--- config.mk ---
export PLATFORM = sky130hd
export DESIGN_NAME = packet_inspector_flat
export DESIGN_NICKNAME = d
export VERILOG_FILES = /design/src/rtl/packet_inspector_pkg.sv /design/src/rtl/packet_inspector_if.sv /design/src/rtl/packet_inspector_sig_matcher.sv /design/src/rtl/packet_inspector.sv /design/src/flat_wrapper.sv
export SDC_FILE = /design/constraint.sdc
export NUM_CORES = 1
export LEC_CHECK = 0
export BUFFER_PORTS_ARGS = -buffer_cell sky130_fd_sc_hd__buf_4
export CORE_ASPECT_RATIO = 1.75
export CORE_MARGIN = 4
export CORE_UTILIZATION = 50
export CTS_CLUSTER_DIAMETER = 60
export CTS_CLUSTER_SIZE = 25
export DETAILED_ROUTE_END_ITERATION = 6
export GPL_TIMING_DRIVEN = 0
export PLACE_DENSITY_LB_ADDON = 0.25
export SLEW_MARGIN = 20
export SYNTH_ARGS = -nofsm -noshare
export SYNTH_HDL_FRONTEND = slang
export SYNTH_SLANG_ARGS = --single-unit
--- constraint.sdc ---
create_clock -name clk -period 6.2 [get_ports clk]
set_clock_uncertainty 0.05 [all_clocks]
set_input_delay 0.62 -clock clk [delete_from_list [all_inputs] [get_ports clk]]
set_output_delay 0.62 -clock clk [all_outputs]
set_load 0.03 [all_outputs]
--- src/rtl/packet_inspector_pkg.sv ---
// Shared types and defaults for the inline packet inspector.
package packet_inspector_pkg;

    localparam int          DEF_MAX_LEN    = 64;
    localparam int          DEF_MIN_LEN    = 4;
    localparam logic [7:0]  DEF_BLOCK_PORT = 8'h17;
    localparam logic [31:0] DEF_SIG        = 32'hDEADBEEF;

    typedef enum logic [1:0] {
        ST_IDLE,
        ST_HEADER,
        ST_PAYLOAD,
        ST_DROP
    } state_t;

    // Cause of the most recent rule violation, kept for debug visibility.
    typedef enum logic [2:0] {
        CAUSE_NONE,
        CAUSE_LEN_HI,
        CAUSE_LEN_LO,
        CAUSE_PORT,
        CAUSE_NO_EOP
    } rule_cause_t;

    // Saturating add of a small increment to the 16-bit drop counter.
    function automatic logic [15:0] sat_add16(input logic [15:0] a, input logic [1:0] b);
        logic [16:0] s;
        s = {1'b0, a} + {15'b0, b};
        return s[16] ? 16'hFFFF : s[15:0];
    endfunction

endpackage

--- src/rtl/packet_inspector_if.sv ---
// Byte-stream bus with packet delimiters.
// Handshake: a byte transfers on a rising clk edge where valid && ready; the master
// holds valid/data/sop/eop/err stable until that edge and never withdraws valid early.
interface packet_inspector_if;
    logic       valid;
    logic       ready;
    logic [7:0] data;
    logic       sop;
    logic       eop;
    logic       err;

    modport master (output valid, output data, output sop, output eop, output err, input ready);
    modport slave  (input valid, input data, input sop, input eop, output ready);
endinterface

--- src/rtl/packet_inspector_sig_matcher.sv ---
// Payload signature matcher: 32-bit shift register of accepted bytes plus a counter
// that arms the compare once four bytes of the current packet have been seen.
module packet_inspector_sig_matcher
    import packet_inspector_pkg::*;
#(
    parameter logic [31:0] SIG = DEF_SIG
) (
    input  logic       clk,
    input  logic       rst_n,
    input  logic       accept,
    input  logic       sop,
    input  logic [7:0] data,
    output logic       hit
);

    logic [31:0] shift_q, shift_d;
    logic [2:0]  armed_q, armed_d;

    // Next shift contents include the byte being accepted so the hit lines up with it.
    always_comb begin
        shift_d = shift_q;
        armed_d = armed_q;
        if (accept) begin
            if (sop) begin
                shift_d = {24'h0, data};
                armed_d = 3'd1;
            end else begin
                shift_d = {shift_q[23:0], data};
                armed_d = (armed_q >= 3'd4) ? 3'd4 : armed_q + 3'd1;
            end
        end
        hit = accept && (armed_d == 3'd4) && (shift_d == SIG);
    end

    // Register the shift window and arming count.
    always_ff @(posedge clk or negedge rst_n) begin
        if (!rst_n) begin
            shift_q <= 32'h0;
            armed_q <= 3'd0;
        end else begin
            shift_q <= shift_d;
            armed_q <= armed_d;
        end
    end

endmodule

--- src/rtl/packet_inspector.sv ---
// Inline deep-packet inspector: header rules, payload signature, one-deep output
// register, truncation of offending packets and discard under firewall block.
module packet_inspector
    import packet_inspector_pkg::*;
#(
    parameter int          MAX_LEN    = DEF_MAX_LEN,
    parameter int          MIN_LEN    = DEF_MIN_LEN,
    parameter logic [7:0]  BLOCK_PORT = DEF_BLOCK_PORT,
    parameter logic [31:0] SIG        = DEF_SIG
) (
    input  logic                        clk,
    input  logic                        rst_n,
    packet_inspector_if.slave           in_if,
    packet_inspector_if.master          out_if,
    input  logic                        firewall_block,
    output logic                        rule_violation,
    output logic                        pattern_violation,
    output logic [15:0]                 drop_count,
    output state_t                      state_dbg,
    output rule_cause_t                 rule_cause_dbg
);

    state_t      state_q, state_d;
    logic [7:0]  byte_cnt_q, byte_cnt_d;
    logic        counted_q, counted_d;
    logic        out_valid_q, out_valid_d;
    logic [7:0]  out_data_q, out_data_d;
    logic        out_sop_q, out_sop_d;
    logic        out_eop_q, out_eop_d;
    logic        out_err_q, out_err_d;
    logic        rule_q, rule_d;
    logic        pat_q, pat_d;
    logic [15:0] drop_cnt_q, drop_cnt_d;
    rule_cause_t cause_q, cause_d;

    logic       in_ready, accept, active;
    logic       start_pkt, cont_pkt, close_old;
    logic [8:0] cnt_inc;
    logic       len_hi, len_lo, port_hit, pkt_rule, pkt_pat, trig, fwd;
    logic       new_count, old_count, sig_hit;

    // Single-stage pipe: space exists when the slot is empty or draining this cycle.
    assign in_ready  = !out_valid_q || out_if.ready;
    assign accept    = in_if.valid && in_ready;
    assign active    = (state_q == ST_HEADER) || (state_q == ST_PAYLOAD);
    // DROP swallows everything up to eop, including any sop seen there.
    assign start_pkt = accept && in_if.sop && (state_q != ST_DROP);
    assign cont_pkt  = accept && !in_if.sop && active;
    assign close_old = accept && in_if.sop && active;
    assign cnt_inc   = start_pkt ? 9'd1 : {1'b0, byte_cnt_q} + 9'd1;
    assign len_hi    = cont_pkt && (cnt_inc > 9'(MAX_LEN));
    assign len_lo    = (start_pkt || cont_pkt) && in_if.eop && (cnt_inc < 9'(MIN_LEN));
    assign port_hit  = cont_pkt && (byte_cnt_q == 8'd1) && (in_if.data == BLOCK_PORT);
    assign pkt_rule  = len_hi || len_lo || port_hit;
    assign pkt_pat   = cont_pkt && sig_hit;
    assign trig      = pkt_rule || pkt_pat;
    assign fwd       = (start_pkt || cont_pkt) && !firewall_block;
    // Each packet is counted at most once, whether truncated or discarded while blocked.
    assign new_count = (start_pkt || cont_pkt) && (firewall_block || trig) &&
                       (start_pkt || !counted_q);
    assign old_count = close_old && !counted_q;

    packet_inspector_sig_matcher #(.SIG(SIG)) u_sig_matcher (
        .clk    (clk),
        .rst_n  (rst_n),
        .accept (accept),
        .sop    (in_if.sop),
        .data   (in_if.data),
        .hit    (sig_hit)
    );

    // Next-state, output-stage and counter logic for one accepted byte.
    always_comb begin
        state_d     = state_q;
        byte_cnt_d  = byte_cnt_q;
        counted_d   = counted_q;
        out_valid_d = out_if.ready ? 1'b0 : out_valid_q;
        out_data_d  = out_data_q;
        out_sop_d   = out_sop_q;
        out_eop_d   = out_eop_q;
        out_err_d   = out_err_q;
        rule_d      = pkt_rule || close_old;
        pat_d       = pkt_pat;
        drop_cnt_d  = sat_add16(drop_cnt_q, {1'b0, new_count} + {1'b0, old_count});
        cause_d     = cause_q;
        if (close_old)     cause_d = CAUSE_NO_EOP;
        else if (port_hit) cause_d = CAUSE_PORT;
        else if (len_hi)   cause_d = CAUSE_LEN_HI;
        else if (len_lo)   cause_d = CAUSE_LEN_LO;
        if (start_pkt || cont_pkt) begin
            byte_cnt_d = cnt_inc[8] ? 8'hFF : cnt_inc[7:0];
            counted_d  = new_count || (cont_pkt && counted_q);
            if (in_if.eop)      state_d = ST_IDLE;
            else if (trig)      state_d = ST_DROP;
            else if (start_pkt) state_d = ST_HEADER;
            else                state_d = ST_PAYLOAD;
        end else if (accept && (state_q == ST_DROP) && in_if.eop) begin
            state_d = ST_IDLE;
        end
        if (fwd) begin
            out_valid_d = 1'b1;
            out_data_d  = in_if.data;
            out_sop_d   = start_pkt;
            out_eop_d   = in_if.eop || trig;
            out_err_d   = trig;
        end
    end

    // State, output stage, pulses and counter, all cleared asynchronously.
    always_ff @(posedge clk or negedge rst_n) begin
        if (!rst_n) begin
            state_q     <= ST_IDLE;
            byte_cnt_q  <= 8'd0;
            counted_q   <= 1'b0;
            out_valid_q <= 1'b0;
            out_data_q  <= 8'd0;
            out_sop_q   <= 1'b0;
            out_eop_q   <= 1'b0;
            out_err_q   <= 1'b0;
            rule_q      <= 1'b0;
            pat_q       <= 1'b0;
            drop_cnt_q  <= 16'd0;
            cause_q     <= CAUSE_NONE;
        end else begin
            state_q     <= state_d;
            byte_cnt_q  <= byte_cnt_d;
            counted_q   <= counted_d;
            out_valid_q <= out_valid_d;
            out_data_q  <= out_data_d;
            out_sop_q   <= out_sop_d;
            out_eop_q   <= out_eop_d;
            out_err_q   <= out_err_d;
            rule_q      <= rule_d;
            pat_q       <= pat_d;
            drop_cnt_q  <= drop_cnt_d;
            cause_q     <= cause_d;
        end
    end

    assign in_if.ready       = in_ready;
    assign out_if.valid      = out_valid_q;
    assign out_if.data       = out_data_q;
    assign out_if.sop        = out_sop_q;
    assign out_if.eop        = out_eop_q;
    assign out_if.err        = out_err_q;
    assign rule_violation    = rule_q;
    assign pattern_violation = pat_q;
    assign drop_count        = drop_cnt_q;
    assign state_dbg         = state_q;
    assign rule_cause_dbg    = cause_q;

endmodule
--- src/flat_wrapper.sv ---
// flat-port wrapper written by rule: the top's interface ports become plain ports
module packet_inspector_flat import packet_inspector_pkg::*;
#(
    parameter int          MAX_LEN    = DEF_MAX_LEN,
    parameter int          MIN_LEN    = DEF_MIN_LEN,
    parameter logic [7:0]  BLOCK_PORT = DEF_BLOCK_PORT,
    parameter logic [31:0] SIG        = DEF_SIG
)
  (clk, rst_n, firewall_block, rule_violation, pattern_violation, drop_count, state_dbg, rule_cause_dbg, in_if_valid, in_if_data, in_if_sop, in_if_eop, in_if_ready, out_if_valid, out_if_data, out_if_sop, out_if_eop, out_if_err, out_if_ready);
  packet_inspector_if in_if_i ();
  packet_inspector_if out_if_i ();
  input  logic clk;
  input  logic rst_n;
  input  logic firewall_block;
  output logic rule_violation;
  output logic pattern_violation;
  output logic [15:0] drop_count;
  output state_t state_dbg;
  output rule_cause_t rule_cause_dbg;
  input wire logic [$bits(in_if_i.valid)-1:0] in_if_valid;
  input wire logic [$bits(in_if_i.data)-1:0] in_if_data;
  input wire logic [$bits(in_if_i.sop)-1:0] in_if_sop;
  input wire logic [$bits(in_if_i.eop)-1:0] in_if_eop;
  output wire logic [$bits(in_if_i.ready)-1:0] in_if_ready;
  output wire logic [$bits(out_if_i.valid)-1:0] out_if_valid;
  output wire logic [$bits(out_if_i.data)-1:0] out_if_data;
  output wire logic [$bits(out_if_i.sop)-1:0] out_if_sop;
  output wire logic [$bits(out_if_i.eop)-1:0] out_if_eop;
  output wire logic [$bits(out_if_i.err)-1:0] out_if_err;
  input wire logic [$bits(out_if_i.ready)-1:0] out_if_ready;
  assign in_if_i.valid = in_if_valid;
  assign in_if_i.data = in_if_data;
  assign in_if_i.sop = in_if_sop;
  assign in_if_i.eop = in_if_eop;
  assign in_if_ready = in_if_i.ready;
  assign out_if_valid = out_if_i.valid;
  assign out_if_data = out_if_i.data;
  assign out_if_sop = out_if_i.sop;
  assign out_if_eop = out_if_i.eop;
  assign out_if_err = out_if_i.err;
  assign out_if_i.ready = out_if_ready;
  packet_inspector #(.MAX_LEN(MAX_LEN), .MIN_LEN(MIN_LEN), .BLOCK_PORT(BLOCK_PORT), .SIG(SIG)) u_core (.clk(clk), .rst_n(rst_n), .in_if(in_if_i), .out_if(out_if_i), .firewall_block(firewall_block), .rule_violation(rule_violation), .pattern_violation(pattern_violation), .drop_count(drop_count), .state_dbg(state_dbg), .rule_cause_dbg(rule_cause_dbg));
endmodule
==> results.py <==
metrics = {
    "run_status": {
        "run_status": "finished, final reports clean",
    },
    "global_routing": {
        "first_pass_grt_wire_length_um": 17000,
        "groute.layer.met3.usage_pct": 4.50,
        "first_global_vias": 3427,
        "grt-busiest-layer": "met2",
        "groute.layer.met2.usage_pct": 40.6,
        "gr-usage-met1_pct": 26.2,
        "grt_antenna_before_repair": 0,
        "grt_max_degree": 77,
        "overflow_after_grt": 0,
        "grt_usage_pct": 23.7,
    },
    "final_layout": {
        "layout_commonest_cell": "sky130_fd_sc_hd__nand2_1",
        "layout-drive-gt1-share_pct": 15.9,
        "design_area_um2": 4670,
        "most_used_cells_in_the_layout_excluding_fill_and_tap_cells": "sky130_fd_sc_hd__nand2_1 (95), sky130_fd_sc_hd__dfrtp_1 (76), sky130_fd_sc_hd__buf_4 (52)",
        "post-route-util_pct": 61.3,
        "nNetsFinal": 522,
        "area_growth_syn_to_layout_pct": 18.5,
        "diodes": 0,
    },
    "worst_setup_path": {
        "timing.critical_path.fanout_max": 10,
        "critical_path_arrival_ps": 4620,
        "rr_startpoint": "u_core.state_dbg[0]",
        "timing.critical_path.from_type": "register",
        "crit_required_ps": 6420,
        "reg2regPathDepth": 16,
        "path_cells": "ha_1 -> nor2b_2 -> nand3_1 -> nor4_1 -> o41ai_1 -> and2_1 -> buf_4 -> a41o_1 -> fa_1 -> inv_1 -> ha_1 -> and3_1 -> clkbuf_1 -> nand3_1 -> clkbuf_1 -> nand2_1",
        "worstSetupEndpointType": "register",
        "timing.rr.end": "u_core.drop_count[9]",
        "critPathKind": "register to register",
        "cp_max_delay_cell": "sky130_fd_sc_hd__dfrtp_1",
        "cp_slowest_stage_delay_ps": 460,
        "setup.reg_to_reg.worst_slack_ps": 1800,
        "crit_path_start": "u_core.state_dbg[0]",
    },
    "flow_run": {
        "max_cap_violations": 0,
    },
    "sta": {
        "final.setup.tns_ps": 0,
        "timing_worst_slew_pin_value_ps": 966,
        "rsz0062_at_grt": "no",
        "final.period_utilization_pct": 70.9,
        "hold_ws_ps": 369,
        "timing.final.max_slew_violations": 0,
        "worst_slew_margin_rel_pct": 35.6,
        "timing.fmax_mhz": 227,
        "number_of_failing_setup_endpoints_in_the_final_timing_report": 0,
        "period_minus_slack_ps": 4400,
        "timing.final.hold_violations": 0,
    },
    "floorplan": {
        "die_height_um": 125,
        "fp.dieArea_um2": 9430,
        "fp.dieW_um": 75.1,
        "num_rows": 42,
        "io_pins": 51,
        "fp.coreArea_um2": 7620,
        "start_util_pct": 51.8,
    },
    "synth": {
        "post_synth_num_cell_types": 60,
        "syn-num-nets": 462,
        "yosysWarnings": 0,
        "netlist_area_before_placement_um2": 3940,
        "proportion_of_synthesized_chip_area_in_sequential_cells_pct": 48.2,
        "async_flop_share_pct": 100,
        "syn-instance-count": 440,
        "synth_area_per_cell_um2": 8.96,
        "synth-edff-count": 0,
        "synth-seq-cells": 76,
        "synth_top_flop_cell": "sky130_fd_sc_hd__dfrtp_1",
    },
    "power": {
        "power.ir.vdd_worst_uv": 225,
        "cellPowerDensity_nw_per_um2": 394,
        "total_leakage_power_nw": 2.21,
        "report.power.total_mw": 1.84,
    },
    "clocking": {
        "cts_tree": "done",
        "cts_num_sinks": 76,
        "clock_path_buffers": 2,
        "cts-buffers-inserted": 9,
        "htreeDepth": 3,
        "cts.repair.resized": 0,
        "postCtsSetupBuffers": 0,
        "ctsRootBufferMaster": "sky130_fd_sc_hd__clkbuf_16",
        "cts.reportedPaths.clkPinSlew_ps": 50,
        "holdBufCountCts": 0,
        "clock_insertion_delay_worst_skew_ps": 340,
    },
    "routing": {
        "ant_nets": 0,
        "route.vias.total": 3408,
        "vias_per_cell": 5.76,
        "route.detailed.wl_per_inst_um": 17.2,
        "drt_drc_violations_left": 0,
        "initialDrtViolationCount": 258,
        "drtPass1Iterations": 4,
        "wirelength_um": 10200,
    },
    "hold_path": {
        "min-delay-path-class": "input port to asynchronous set/reset pin",
    },
    "placement": {
        "gpl.final_weighted_congestion": 0.898,
        "detailed_place.area_um2": 4420,
        "io_buffer_count": 49,
        "place.detailed.hpwl_um": 7550,
    },
}
metrics by stage:
| step | std cells | setup WS [ps] |
|---|---|---|
| after floorplan | 440 | 2370 |
| after global placement | 577 | 1820 |
| after detailed placement | 577 | 1730 |
| after CTS | 592 | 1770 |
| after global routing | 592 | 1320 |
| final | 592 | 1800 |
layout make-up:
cell class / count / area [µm²]
plain buffers: 21 / 93.8
multi-input cells: 330 / 1900
repair buffers: 49 / 368
clock inverters: 2 / 12.5
fillers: 650 / 2950
clock buffers: 13 / 240
well taps: 88 / 110
inverters: 13 / 48.8
flip-flops and latches: 76 / 1900
sequential cells by signal (all words and copies together) (netlist names):
signal,cells
u_core.u_sig_matcher.shift_q,29
u_core.u_sig_matcher.armed_q,3
u_core.pattern_violation,1
u_core.rule_violation,1
u_core.out_if.data,8
u_core.out_if.err,1
u_core.out_if.valid,1
u_core.out_if.sop,1
u_core.state_dbg,2
u_core.drop_count,16
u_core.byte_cnt_q,8
u_core.rule_cause_dbg,3
u_core.out_if.eop,1
u_core.counted_q,1
critical path, delay by kind of cell, from the launching register on:
kind	cells	cell delay (ps)
adders and majority gates	3	1050
DFF	1	460
and+or+nand+nor	7	1570
buffers and inverters	4	810
AOI/OAI and AO/OA	2	380
where the power goes:
group,internal (mW),total (mW),switching [mW]
Clock,0.268,0.462,0.194
Combinational,0.250,0.662,0.411
Sequential,0.612,0.717,0.105
routing by layer:
metal  wire, µm  vias to the layer above  part of all wire, %
li1           -                     1645                    -
met1       3760                     1660                   37
met2       5590                       79                   55
met3        362                       24                  3.6
met4        458                        0                  4.5
met5          0                        -                    0
cells in the mapped netlist, types with 3 or more instances:
library cell | n | area share, %
sky130_fd_sc_hd__nand3_1 | 13 | 1.6
sky130_fd_sc_hd__nand2_1 | 95 | 9.0
sky130_fd_sc_hd__o21ai_0 | 31 | 3.9
sky130_fd_sc_hd__dfrtp_1 | 76 | 48
sky130_fd_sc_hd__a31oi_1 | 3 | 0.48
sky130_fd_sc_hd__a211oi_1 | 3 | 0.57
sky130_fd_sc_hd__and4b_1 | 3 | 0.76
sky130_fd_sc_hd__nand2b_1 | 24 | 3.8
sky130_fd_sc_hd__inv_1 | 9 | 0.86
sky130_fd_sc_hd__ha_1 | 6 | 1.9
sky130_fd_sc_hd__a21o_1 | 3 | 0.57
sky130_fd_sc_hd__clkbuf_1 | 14 | 1.3
sky130_fd_sc_hd__and3_1 | 3 | 0.48
sky130_fd_sc_hd__nor4_1 | 6 | 0.95
sky130_fd_sc_hd__nor2_1 | 30 | 2.9
sky130_fd_sc_hd__xor2_1 | 7 | 1.6
sky130_fd_sc_hd__nor4bb_1 | 4 | 1.0
sky130_fd_sc_hd__a41oi_1 | 5 | 1.1
sky130_fd_sc_hd__o21ai_1 | 4 | 0.51
sky130_fd_sc_hd__buf_4 | 3 | 0.57
sky130_fd_sc_hd__nor2b_1 | 4 | 0.63
sky130_fd_sc_hd__nand4_1 | 10 | 1.6
sky130_fd_sc_hd__inv_2 | 3 | 0.29
sky130_fd_sc_hd__nand3b_1 | 3 | 0.57
sky130_fd_sc_hd__a21oi_1 | 23 | 2.9
sky130_fd_sc_hd__xnor2_1 | 4 | 0.89
sky130_fd_sc_hd__and4_1 | 6 | 1.3
sky130_fd_sc_hd__buf_2 | 3 | 0.38
how the worst max path moves through the flow:
stage	end	slack [ps]	cells past startpoint
6_report	u_core.drop_count[9]	1800	16
5_1_grt	u_core.drop_count[7]	1320	15
4_1_cts	u_core.drop_count[3]	1770	15
3_5_place_dp	u_core.drop_count[3]	1730	17
3_3_place_gp	u_core.drop_count[10]	1820	17
2_1_floorplan	u_core.drop_count[10]	2370	16
logic make-up (layout without fill, tap and decap cells):
logic type	Yosys count	in the layout	synth area share (%)
buffers and inverters	34	98	3.62
DFF	76	76	48.2
adders and majority gates	7	7	2.41
and+or+nand+nor	222	222	28.9
AOI/OAI and AO/OA	87	87	13.6
xor gates and xnor gates	11	11	2.44
muxes	3	3	0.825
Note: power is estimated with default switching activity, not from simulation.
